$ cat config.mk
export PLATFORM = sky130hd
export DESIGN_NAME = sequential_multiplicator_arbiter
export DESIGN_NICKNAME = d
export VERILOG_FILES = /design/src/rtl/sequential_multiplicator_arbiter.sv
export SDC_FILE = /design/constraint.sdc
export NUM_CORES = 1
export LEC_CHECK = 0
export CAP_MARGIN = 20
export CELL_PAD_IN_SITES_DETAIL_PLACEMENT = 0
export CELL_PAD_IN_SITES_GLOBAL_PLACEMENT = 2
export CORE_ASPECT_RATIO = 0.75
export CORE_UTILIZATION = 22
export DETAILED_ROUTE_END_ITERATION = 7
export GPL_ROUTABILITY_DRIVEN = 0
export PLACE_DENSITY_LB_ADDON = 0.3
export SYNTH_ARGS = -nofsm -noshare
export SYNTH_HDL_FRONTEND = slang
export SYNTH_SLANG_ARGS = --single-unit
export TNS_END_PERCENT = 30
$ cat constraint.sdc
create_clock -name clock -period 2.6 [get_ports clock]
set_clock_uncertainty 0.15 [all_clocks]
set_input_delay 0.26 -clock clock [delete_from_list [all_inputs] [get_ports clock]]
set_output_delay 0.26 -clock clock [all_outputs]
set_load 0.02 [all_outputs]
$ cat src/rtl/sequential_multiplicator_arbiter.sv
// Round-robin arbiter sharing one sequential multiplier between several clients,
// with a watchdog that aborts and resets a multiplier that never reports done.
module sequential_multiplicator_arbiter #(
    parameter int WIDTH          = 8,
    parameter int REQUESTERS     = 4,
    parameter int TIMEOUT_CYCLES = 64
) (
    input  logic                          clock,
    input  logic                          reset_in,
    input  logic [REQUESTERS-1:0]         req_in,
    input  logic [REQUESTERS*WIDTH-1:0]   multiplicand_bus_in,
    input  logic [REQUESTERS*WIDTH-1:0]   multiplier_bus_in,
    output logic [REQUESTERS-1:0]         ack_out,
    output logic [REQUESTERS-1:0]         resp_valid_out,
    output logic [2*WIDTH-1:0]            product_out,
    output logic                          overflow_out,
    output logic                          error_out,
    output logic                          busy_out,
    output logic [WIDTH-1:0]              mult_multiplicand_out,
    output logic [WIDTH-1:0]              mult_multiplier_out,
    output logic                          mult_start_out,
    output logic                          mult_reset_out,
    input  logic                          mult_done_in,
    input  logic [2*WIDTH-1:0]            mult_product_in,
    input  logic                          mult_overflow_in
);
    localparam int PW = $clog2(REQUESTERS);
    localparam int CW = $clog2(TIMEOUT_CYCLES);

    localparam logic [1:0] S_IDLE    = 2'd0;
    localparam logic [1:0] S_LAUNCH  = 2'd1;
    localparam logic [1:0] S_WAIT    = 2'd2;
    localparam logic [1:0] S_RESPOND = 2'd3;

    localparam logic [CW-1:0] CNT_LAST = CW'(TIMEOUT_CYCLES - 1);
    localparam logic [CW-1:0] CNT_PRE  = CW'(TIMEOUT_CYCLES - 2);
    localparam logic [PW:0]   REQ_N    = (PW+1)'(REQUESTERS);
    localparam logic [PW-1:0] LAST_ID  = PW'(REQUESTERS - 1);

    logic [1:0]            r_state;
    logic [PW-1:0]         r_ptr;
    logic [PW-1:0]         r_grant;
    logic [WIDTH-1:0]      r_mcand;
    logic [WIDTH-1:0]      r_mplier;
    logic [CW-1:0]         r_cnt;
    logic [2*WIDTH-1:0]    r_product;
    logic                  r_overflow;
    logic                  r_error;
    logic                  r_wd_pulse;

    logic                  w_found;
    logic [PW-1:0]         w_sel;
    logic [PW:0]           w_sum;
    logic [WIDTH-1:0]      w_sel_mcand;
    logic [WIDTH-1:0]      w_sel_mplier;
    logic [REQUESTERS-1:0] w_grant_oh;
    logic [PW-1:0]         w_next_ptr;

    // First requesting client at or above the pointer, wrapping past the top index.
    always_comb begin
        w_found = 1'b0;
        w_sel   = '0;
        w_sum   = '0;
        for (int i = 0; i < REQUESTERS; i++) begin
            w_sum = {1'b0, r_ptr} + (PW+1)'(i);
            if (w_sum >= REQ_N) begin
                w_sum = w_sum - REQ_N;
            end
            if (!w_found && req_in[w_sum[PW-1:0]]) begin
                w_found = 1'b1;
                w_sel   = w_sum[PW-1:0];
            end
        end
    end

    always_comb begin
        w_sel_mcand  = '0;
        w_sel_mplier = '0;
        for (int i = 0; i < REQUESTERS; i++) begin
            if (w_sel == PW'(i)) begin
                w_sel_mcand  = multiplicand_bus_in[i*WIDTH +: WIDTH];
                w_sel_mplier = multiplier_bus_in[i*WIDTH +: WIDTH];
            end
        end
    end

    assign w_grant_oh = {{(REQUESTERS-1){1'b0}}, 1'b1} << r_grant;
    assign w_next_ptr = (r_grant == LAST_ID) ? '0 : r_grant + PW'(1);

    always_ff @(posedge clock) begin
        if (reset_in) begin
            r_state    <= S_IDLE;
            r_ptr      <= '0;
            r_grant    <= '0;
            r_mcand    <= '0;
            r_mplier   <= '0;
            r_cnt      <= '0;
            r_product  <= '0;
            r_overflow <= 1'b0;
            r_error    <= 1'b0;
            r_wd_pulse <= 1'b0;
        end else begin
            r_wd_pulse <= 1'b0;
            case (r_state)
                S_IDLE: begin
                    if (w_found) begin
                        r_grant  <= w_sel;
                        r_mcand  <= w_sel_mcand;
                        r_mplier <= w_sel_mplier;
                        r_state  <= S_LAUNCH;
                    end
                end
                S_LAUNCH: begin
                    r_cnt   <= '0;
                    r_state <= S_WAIT;
                end
                S_WAIT: begin
                    if (mult_done_in) begin
                        r_product  <= mult_product_in;
                        r_overflow <= mult_overflow_in;
                        r_error    <= 1'b0;
                        r_state    <= S_RESPOND;
                    end else if (r_cnt == CNT_LAST) begin
                        r_product  <= '0;
                        r_overflow <= 1'b0;
                        r_error    <= 1'b1;
                        r_state    <= S_RESPOND;
                    end else begin
                        r_cnt      <= r_cnt + CW'(1);
                        // Reset pulse lands on the final WAIT cycle, just before the error response.
                        r_wd_pulse <= (r_cnt == CNT_PRE);
                    end
                end
                S_RESPOND: begin
                    r_ptr   <= w_next_ptr;
                    r_state <= S_IDLE;
                end
                default: r_state <= S_IDLE;
            endcase
        end
    end

    // Strobes are masked during reset so an aborted operation never responds.
    assign ack_out               = (r_state == S_LAUNCH && !reset_in) ? w_grant_oh : '0;
    assign resp_valid_out        = (r_state == S_RESPOND && !reset_in) ? w_grant_oh : '0;
    assign mult_start_out        = (r_state == S_LAUNCH) && !reset_in;
    assign busy_out              = (r_state != S_IDLE) && !reset_in;
    assign mult_reset_out        = reset_in | r_wd_pulse;
    assign product_out           = r_product;
    assign overflow_out          = r_overflow;
    assign error_out             = r_error;
    assign mult_multiplicand_out = r_mcand;
    assign mult_multiplier_out   = r_mplier;

endmodule

## Word level (Yosys, flattened, before mapping)

Index checks and enable logic that the tools add are counted.

- Register bits: 47
- Input port bits: 88
- Output and inout bits: 45
- Logic and storage cells: 107

- $add $sub $neg: 9
- Magnitude comparators: 8
- Eq/ne operators: 13
- Shift operators: 1
- Muxes and demuxes: 44
- Bitwise logic cells: 2
- Reduce and logical (&&, ||, !) cells: 20

Operators by type and width:

| operator | count |
|---|---|
| $mux W8 | 8 |
| $mux W16 | 2 |
| $mux W2 | 12 |
| $eq A6 B6 Y1 const B | 2 |
| $lt A2 B3 Y1 const B | 4 |
| $mux W1 | 12 |
| $mux W6 | 2 |
| $pmux W6 S2 | 1 |
| $eq A2 B2 Y1 const B | 5 |
| $ge A3 B3 Y1 const B | 3 |
| $bmux W1 S2 | 4 |
| $mux W4 | 2 |
| $pmux W2 S4 | 1 |
| $sub A2 B1 Y2 const B | 4 |
| $add A2 B2 Y3 const B | 2 |
| $add A6 B1 Y6 const B | 1 |
| $logic_and A1 B1 Y1 | 6 |
| $ne A2 B2 Y1 const B | 3 |
| $reduce_and A2 Y1 | 3 |
| $reduce_bool A2 Y1 | 3 |
| $eq A2 B1 Y1 const B | 2 |
| $logic_not A1 Y1 | 4 |
| $logic_not A2 Y1 | 2 |
| $reduce_or A4 Y1 | 1 |
| other kinds (8) | 8 |

## Logic depth before layout (Yosys ltp)

Gate-level depths: netlist (run 1).

- Depth after elaboration: 19
- Depth in mapped cells: 8
- Depth with buffers taken out: 7

## Worst setup path after synthesis (run 1)

Ideal clock, no wire load.

- Kind: reg-to-reg
- Start: reg r_state[0]
- End: reg r_product[10] (netlist: product_out[10])
- Setup time: 0.065 ns
- Arrival: 1.666 ns
- Data required time: 2.385 ns
- Setup slack: 0.719 ns
- Cell stages (with the launch flop): 9
- Path buffers: 3
- Period minus slack after synthesis: 1.881 ns
- Cell sequence: dfxtp_1 > inv_1 > ha_1 > clkbuf_1 > and2_1 > clkbuf_1 > buf_1 > a22oi_1 > nor2_1

- Word-level cells in the longest chain between the ends: 2

RTL lines:

| what | line | source |
|---|---|---|
| start: declaration | 40 | `logic [1:0] r_state;` |
| start signal: assignment | 92 | `r_state <= S_IDLE;` |
| start signal: assignment | 110 | `r_state <= S_LAUNCH;` |
| start signal: assignment | 115 | `r_state <= S_WAIT;` |
| $eq A2 B2 Y1 | 104 | `case (r_state)` |
| $reduce_and A2 Y1 (no line) | -- |  |
| end signal: assignment | 119 | `r_product <= mult_product_in;` |
| end: declaration | 46 | `logic [2*WIDTH-1:0] r_product;` |

No other way between the ends.
A chain may end at the register's enable or synchronous reset.

## Worst setup path after layout (run 1)

- Start: reg r_state[1]
- End: out ack_out[1]

- Word-level cells in the longest chain between the ends: 3

RTL lines:

| what | line | source |
|---|---|---|
| $eq A2 B1 Y1 | 144 | `assign ack_out = (r_state == S_LAUNCH && !reset_in) ? w_grant_oh : '0;` |
| $logic_and A1 B1 Y1 | 144 |  |
| $mux W4 | 144 |  |
| end: declaration | 13 | `output logic [REQUESTERS-1:0] ack_out,` |

No other way between the ends.

==> results.cfg, run 1 <==
[outcome]
status = finished clean

[drt]
num_vias = 2746
drtPass1Iterations = 5
viasPerCell = 4.68
drt_wl_total_um = 9260
wl_per_cell_um = 15.8
ant_nets = 0
drc = 0
drt-initial-drc-count = 169

[grt]
grt_overflow_total = 0
grt_pass1_vias = 2685
grt_pass1_wl_um = 14600
antenna_found_initial = 0
grt_max_degree = 65
grtUsageTotal_pct = 14.9

[yosys]
yosysSeqAreaShare_pct = 35.7
synth_nets = 397
async_flop_share_pct = 0
syn_area_sq_um = 2640
synth_top_area_share_pct = 35.7
synth_top_family_by_area = compound AO/OA/AOI/OAI gates
synth-xor-area-share_pct = 0.332
synth_fa_ha_area_share_pct = 4.75
yosys.area_share.simple_pct = 23.0
synth-edff-count = 0
postSynthAreaPerCell_sq_um = 8.82
synth_ff_type = dfxtp_1
synthTopCellsByCount = 47 x dfxtp_1, 31 x nor4_1, 30 x nor2_1
synth_top_area_cell = dfxtp_1
synth-compound-area-share_pct = 26.7
synth_area_leaders = dfxtp_1 36%, nor4_1 7.4%, o41ai_1 5.0%, a22oi_1 4.8%, ha_1 4.7%
muxShareOfSynthArea_pct = 2.66
synth.most_common_cell = dfxtp_1
ys_types = 42
synth.yosys.warnings = 0
ys_ff_latch = 47
postSynthCellCount = 299

[power]
comb_power_share_pct = 48.9
clockPowerShare_pct = 22.0
vdd_drop_max_mv = 0.353
p_sw_share_pct = 37.5
power_frac_seq_pct = 29.1
p_leak_uw = 0.00152
intPower_uw = 2120
switchingPower_uw = 1270
p_per_area_nw_per_um2 = 785

[setup_path]
cpPeakStageDelay_ns = 0.62
critPathRequiredTime_ns = 2.19
crit_slowest_cell = clkdlybuf4s50_1
crit_type = flop to primary output
setup.worst_path.start_class = flop
critPathCaptureType = primary output
reg2reg_from = r_cnt[0]
r2r_end = r_cnt[3]
r2r_slack_ns = 0.70
critPathMaxFanout = 5
arrival_ns = 2.01
r2r_cells = 5
cp_cell_sequence = inv_1 -> ha_1 -> nor2b_1 -> and2_1 -> clkdlybuf4s50_1

[cells_and_area]
diodes = 0
fin_area_sq_um = 4330
drive_above_1_share_pct = 7.76
final_nets = 522
syn_to_final_growth_pct = 64.1

[clock_tree]
clkTransAtPathRegs_ns = 0.07
cts_tree = yes
clkSinkCount = 47
root_buffer = clkbuf_16
clk_latency_ns = 0.29
cts_resized = 0
post-cts-setup-buffers = 0
cts_buffers = 5
cts_max_level = 2
clockBufferDepth = 2
cts_hold_buf = 0

[hold_path]
hold_path.startpoint = reset_in
hp-class = input port to flop
whs_path_depth = 2
min_to = r_state[1]

[sta]
setup_slack_ns = 0.180
period_needed_ns = 2.42
rsz0062_at_grt = no
fin_crit_sh_pct = 93.1
clock.fmax_mhz = 413
tightest_slew_ns = 0.677
setup_viol = 0
finalHoldViolations = 0
tns_ns = 0
maxSlewHeadroom_pct = 54.9
slew_viol_final = 0

[die]
start_util_pct = 22.7
io_pins = 133
num_rows = 34
die_h_um = 96.8
die_width_um = 128
core_sq_um = 11600
die-area_sq_um = 12400

[place]
place_hpwl_um = 6820
port_buffers = 132
dp_slack_ns = 0.0698
placed_area_sq_um = 4160

[job]
cap_viol_max_count = 0
worst max-delay path, delay by kind of cell (launching register included):
kind                     cells  cell delay, ns
buffers and inverters        2            0.70
AND/OR/NAND/NOR              2            0.45
flip-flops                   1            0.34
adder cells (fa/ha/maj)      1            0.23
registers in the layout (all words and copies together), names as in the netlist:
| name | flops |
|---|---|
| mult_multiplicand_out | 8 |
| r_wd_pulse | 1 |
| r_grant | 2 |
| r_ptr | 2 |
| error_out | 1 |
| r_cnt | 6 |
| r_state | 2 |
| overflow_out | 1 |
| mult_multiplier_out | 8 |
| product_out | 16 |
logic make-up (layout without fill, tap and decap cells):
kind of cell | Yosys count | count (layout)
xor+xnor | 1 | 1
buf+inv | 38 | 164
flops | 47 | 47
simple gates | 111 | 111
fa+ha+maj | 10 | 10
mux | 7 | 7
compound gates | 85 | 85
per-layer routing:
metal / wire length, um / track usage, %
met5: 0 / 0
met1: 4620 / 20.9
met2: 4130 / 22.8
met4: 61 / 3.53
met3: 452 / 3.60
placed cells by master, fill, tap and decap left out, types with 3 or more instances in the layout:
master,n
clkdlybuf4s50_1,131
dfxtp_1,47
nor4_1,31
nor2_1,30
nand2b_1,18
a22oi_1,17
a21boi_0,15
o41ai_1,15
buf_4,11
inv_1,10
and2_1,10
a2111oi_1,10
ha_1,10
mux2i_1,7
a21oi_1,7
nand2_1,6
clkbuf_16,5
a2111oi_0,3
nand4_1,3
buf_12,3
layout make-up:
class | instances | area, sq um
clock inverters | 3 | 43.8
well taps | 162 | 203
clock buffers | 5 | 125
inverters | 10 | 37.5
fillers | 1152 | 7290
flip-flops and latches | 47 | 941
multi-input cells | 214 | 1520
repair buffers | 146 | 1460
worst max-delay path by stage:
| stage | from | endpoint | slack (ns) | cells after the start |
|---|---|---|---|---|
| floorplan | r_state[0] | product_out[10] | 0.72 | 8 |
| global placement | req_in[2] | mult_multiplier_out[6] | 0.11 | 6 |
| detailed placement | req_in[2] | mult_multiplicand_out[1] | 0.07 | 6 |
| CTS | r_state[1] | ack_out[1] | 0.12 | 5 |
| global route | r_state[1] | ack_out[1] | 0.05 | 5 |
| finish | r_state[1] | ack_out[1] | 0.18 | 5 |
power by group through the flow:
| stage | Clock [uW] | Combinational (uW) | Sequential (uW) |
|---|---|---|---|
| after detailed placement | 0 | 1660 | 1010 |
| after global placement | 0 | 1650 | 1000 |
| after CTS | 773 | 1670 | 995 |
| after floorplan | 0 | 828 | 1160 |
| after global routing | 803 | 1800 | 1010 |
| final | 747 | 1660 | 990 |
through the flow:
step | std cells | power (uW) | hold WS (ns) | util [%]
after CTS | 587 | 3440 | 0.170 | 37.3
after floorplan | 299 | 1980 | 0.273 | -
after global routing | 587 | 3620 | 0.196 | 37.3
final | 587 | 3400 | 0.168 | 37.3
after detailed placement | 579 | 2670 | 0.342 | 35.8
after global placement | 579 | 2660 | 0.330 | 35.8
No activity file was read; power rests on OpenSTA's default activity.
==> run 2, diff against run 1 <==
--- a/config.mk
+++ b/config.mk
@@ -9,6 +9,7 @@
 export CELL_PAD_IN_SITES_DETAIL_PLACEMENT = 0
 export CELL_PAD_IN_SITES_GLOBAL_PLACEMENT = 2
 export CORE_ASPECT_RATIO = 0.75
+export CORE_MARGIN = 3
 export CORE_UTILIZATION = 22
 export DETAILED_ROUTE_END_ITERATION = 7
 export GPL_ROUTABILITY_DRIVEN = 0
==> results.cfg, run 2 (synthesis results as in run 1) <==
[outcome]
status = finished clean

[job]
cap_viol_max_count = 0

[power]
power_frac_seq_pct = 29.1
p_leak_uw = 0.00152
switchingPower_uw = 1260
comb_power_share_pct = 48.4
p_sw_share_pct = 37.0
clockPowerShare_pct = 22.5
vdd_drop_max_mv = 0.372
p_per_area_nw_per_um2 = 788
intPower_uw = 2140

[sta]
rsz0062_at_grt = no
maxSlewHeadroom_pct = 54.2
period_needed_ns = 2.39
slew_viol_final = 0
setup_viol = 0
tns_ns = 0
tightest_slew_ns = 0.687
finalHoldViolations = 0
clock.fmax_mhz = 418
fin_crit_sh_pct = 92.0

[grt]
antenna_found_initial = 0
grt_pass1_vias = 2628
grt_max_degree = 65
grt_pass1_wl_um = 14700
grtUsageTotal_pct = 13.7
grt_overflow_total = 0

[cells_and_area]
fin_area_sq_um = 4310
largest_reg_flops = 16
n_fill_cell = 1154
final_nets = 522
drive_above_1_share_pct = 7.76
final_common_cell = clkdlybuf4s50_1
mostFrequentLayoutCells = 131 x clkdlybuf4s50_1, 47 x dfxtp_1, 31 x nor4_1, 30 x nor2_1, 18 x nand2b_1
diodes = 0
syn_to_final_growth_pct = 63.6

[die]
io_pins = 133
die-area_sq_um = 13300
num_rows = 33
die_h_um = 101
core_sq_um = 11300
die_width_um = 132
start_util_pct = 23.3

[setup_path]
setup.worst_path.start_class = flop
critPathRequiredTime_ns = 2.19
crit_type = flop to primary output
arrival_ns = 1.98
critPathCaptureType = primary output
critPathMaxFanout = 5

[clock_tree]
post-cts-setup-buffers = 0
cts_tree = yes
clkSinkCount = 47
cts_resized = 0
cts_hold_buf = 0
clk_latency_ns = 0.28
clockBufferDepth = 2
root_buffer = clkbuf_16
clkTransAtPathRegs_ns = 0.06
cts_max_level = 2
cts_buffers = 5

[drt]
viasPerCell = 4.73
drtPass1Iterations = 5
drt-initial-drc-count = 172
drt_wl_total_um = 9440
drc = 0
num_vias = 2755
wl_per_cell_um = 16.2
ant_nets = 0

[place]
port_buffers = 132
place_hpwl_um = 6980
placed_area_sq_um = 4140

[hold_path]
hp-class = input port to flop
run 2: changes by cell type in the layout (fill, tap and decap cells not counted):
cell and change:
buf_12 -1, buf_4 +1, clkbuf_8 +1, clkinv_4 -1
run 2: power groups by stage:
stage               combinational [uW]  sequential (uW)  clock, uW
floorplan                          828             1160          0
global placement                  1650             1010          0
detailed placement                1650             1000          0
CTS                               1660              992        788
global route                      1790             1010        812
finish                            1650              990        765
run 2: path summary, 6_finish.rpt:
path / start / to / slack [ns] / cells past startpoint
min reg2reg: mult_multiplicand_out[6] / mult_multiplicand_out[6] / 0.35 / 2
min: reset_in / r_grant[0] / 0.22 / 2
max: r_state[1] / ack_out[3] / 0.21 / 5
max reg2reg: r_state[0] / r_cnt[4] / 0.61 / 8
run 2: layout make-up:
cell class	count	area (sq um)	share of cell area (%)
Multi-Input combinational cell	214	1520	35.2
Clock inverter	2	35.0	0.812
Sequential cell	47	941	21.8
Tap cell	157	196	4.55
Clock buffer	6	139	3.22
Inverter	10	37.5	0.870
Timing Repair Buffer	146	1450	33.5
run 2: through the flow:
step	worst slack, ns	hold slack [ns]	instances	total power, uW	util [%]
2_1_floorplan	0.719	0.273	299	1980	-
6_report	0.207	0.223	582	3400	38.1
5_1_grt	0.0471	0.241	582	3610	38.1
3_5_place_dp	0.132	0.336	574	2660	36.6
4_1_cts	0.173	0.226	582	3440	38.1
3_3_place_gp	0.0380	0.325	574	2660	36.6
run 2: critical path, stage by stage, from the launching register on:
cell             delay [ns]
dfxtp_1                0.34
inv_1                  0.09
ha_1                   0.22
nor2b_1                0.27
and2_1                 0.16
clkdlybuf4s50_1        0.62
run 2: metal layers:
layer / share of wire [%] / track usage [%] / wire length, um / vias to the layer above
met5: 0 / 0 / 0 / -
met3: 3.9 / 3.04 / 369 / 4
met2: 47 / 21.8 / 4480 / 55
met1: 48 / 19.1 / 4520 / 1302
met4: 0.72 / 3.19 / 68 / 0
li1: - / - / - / 1394
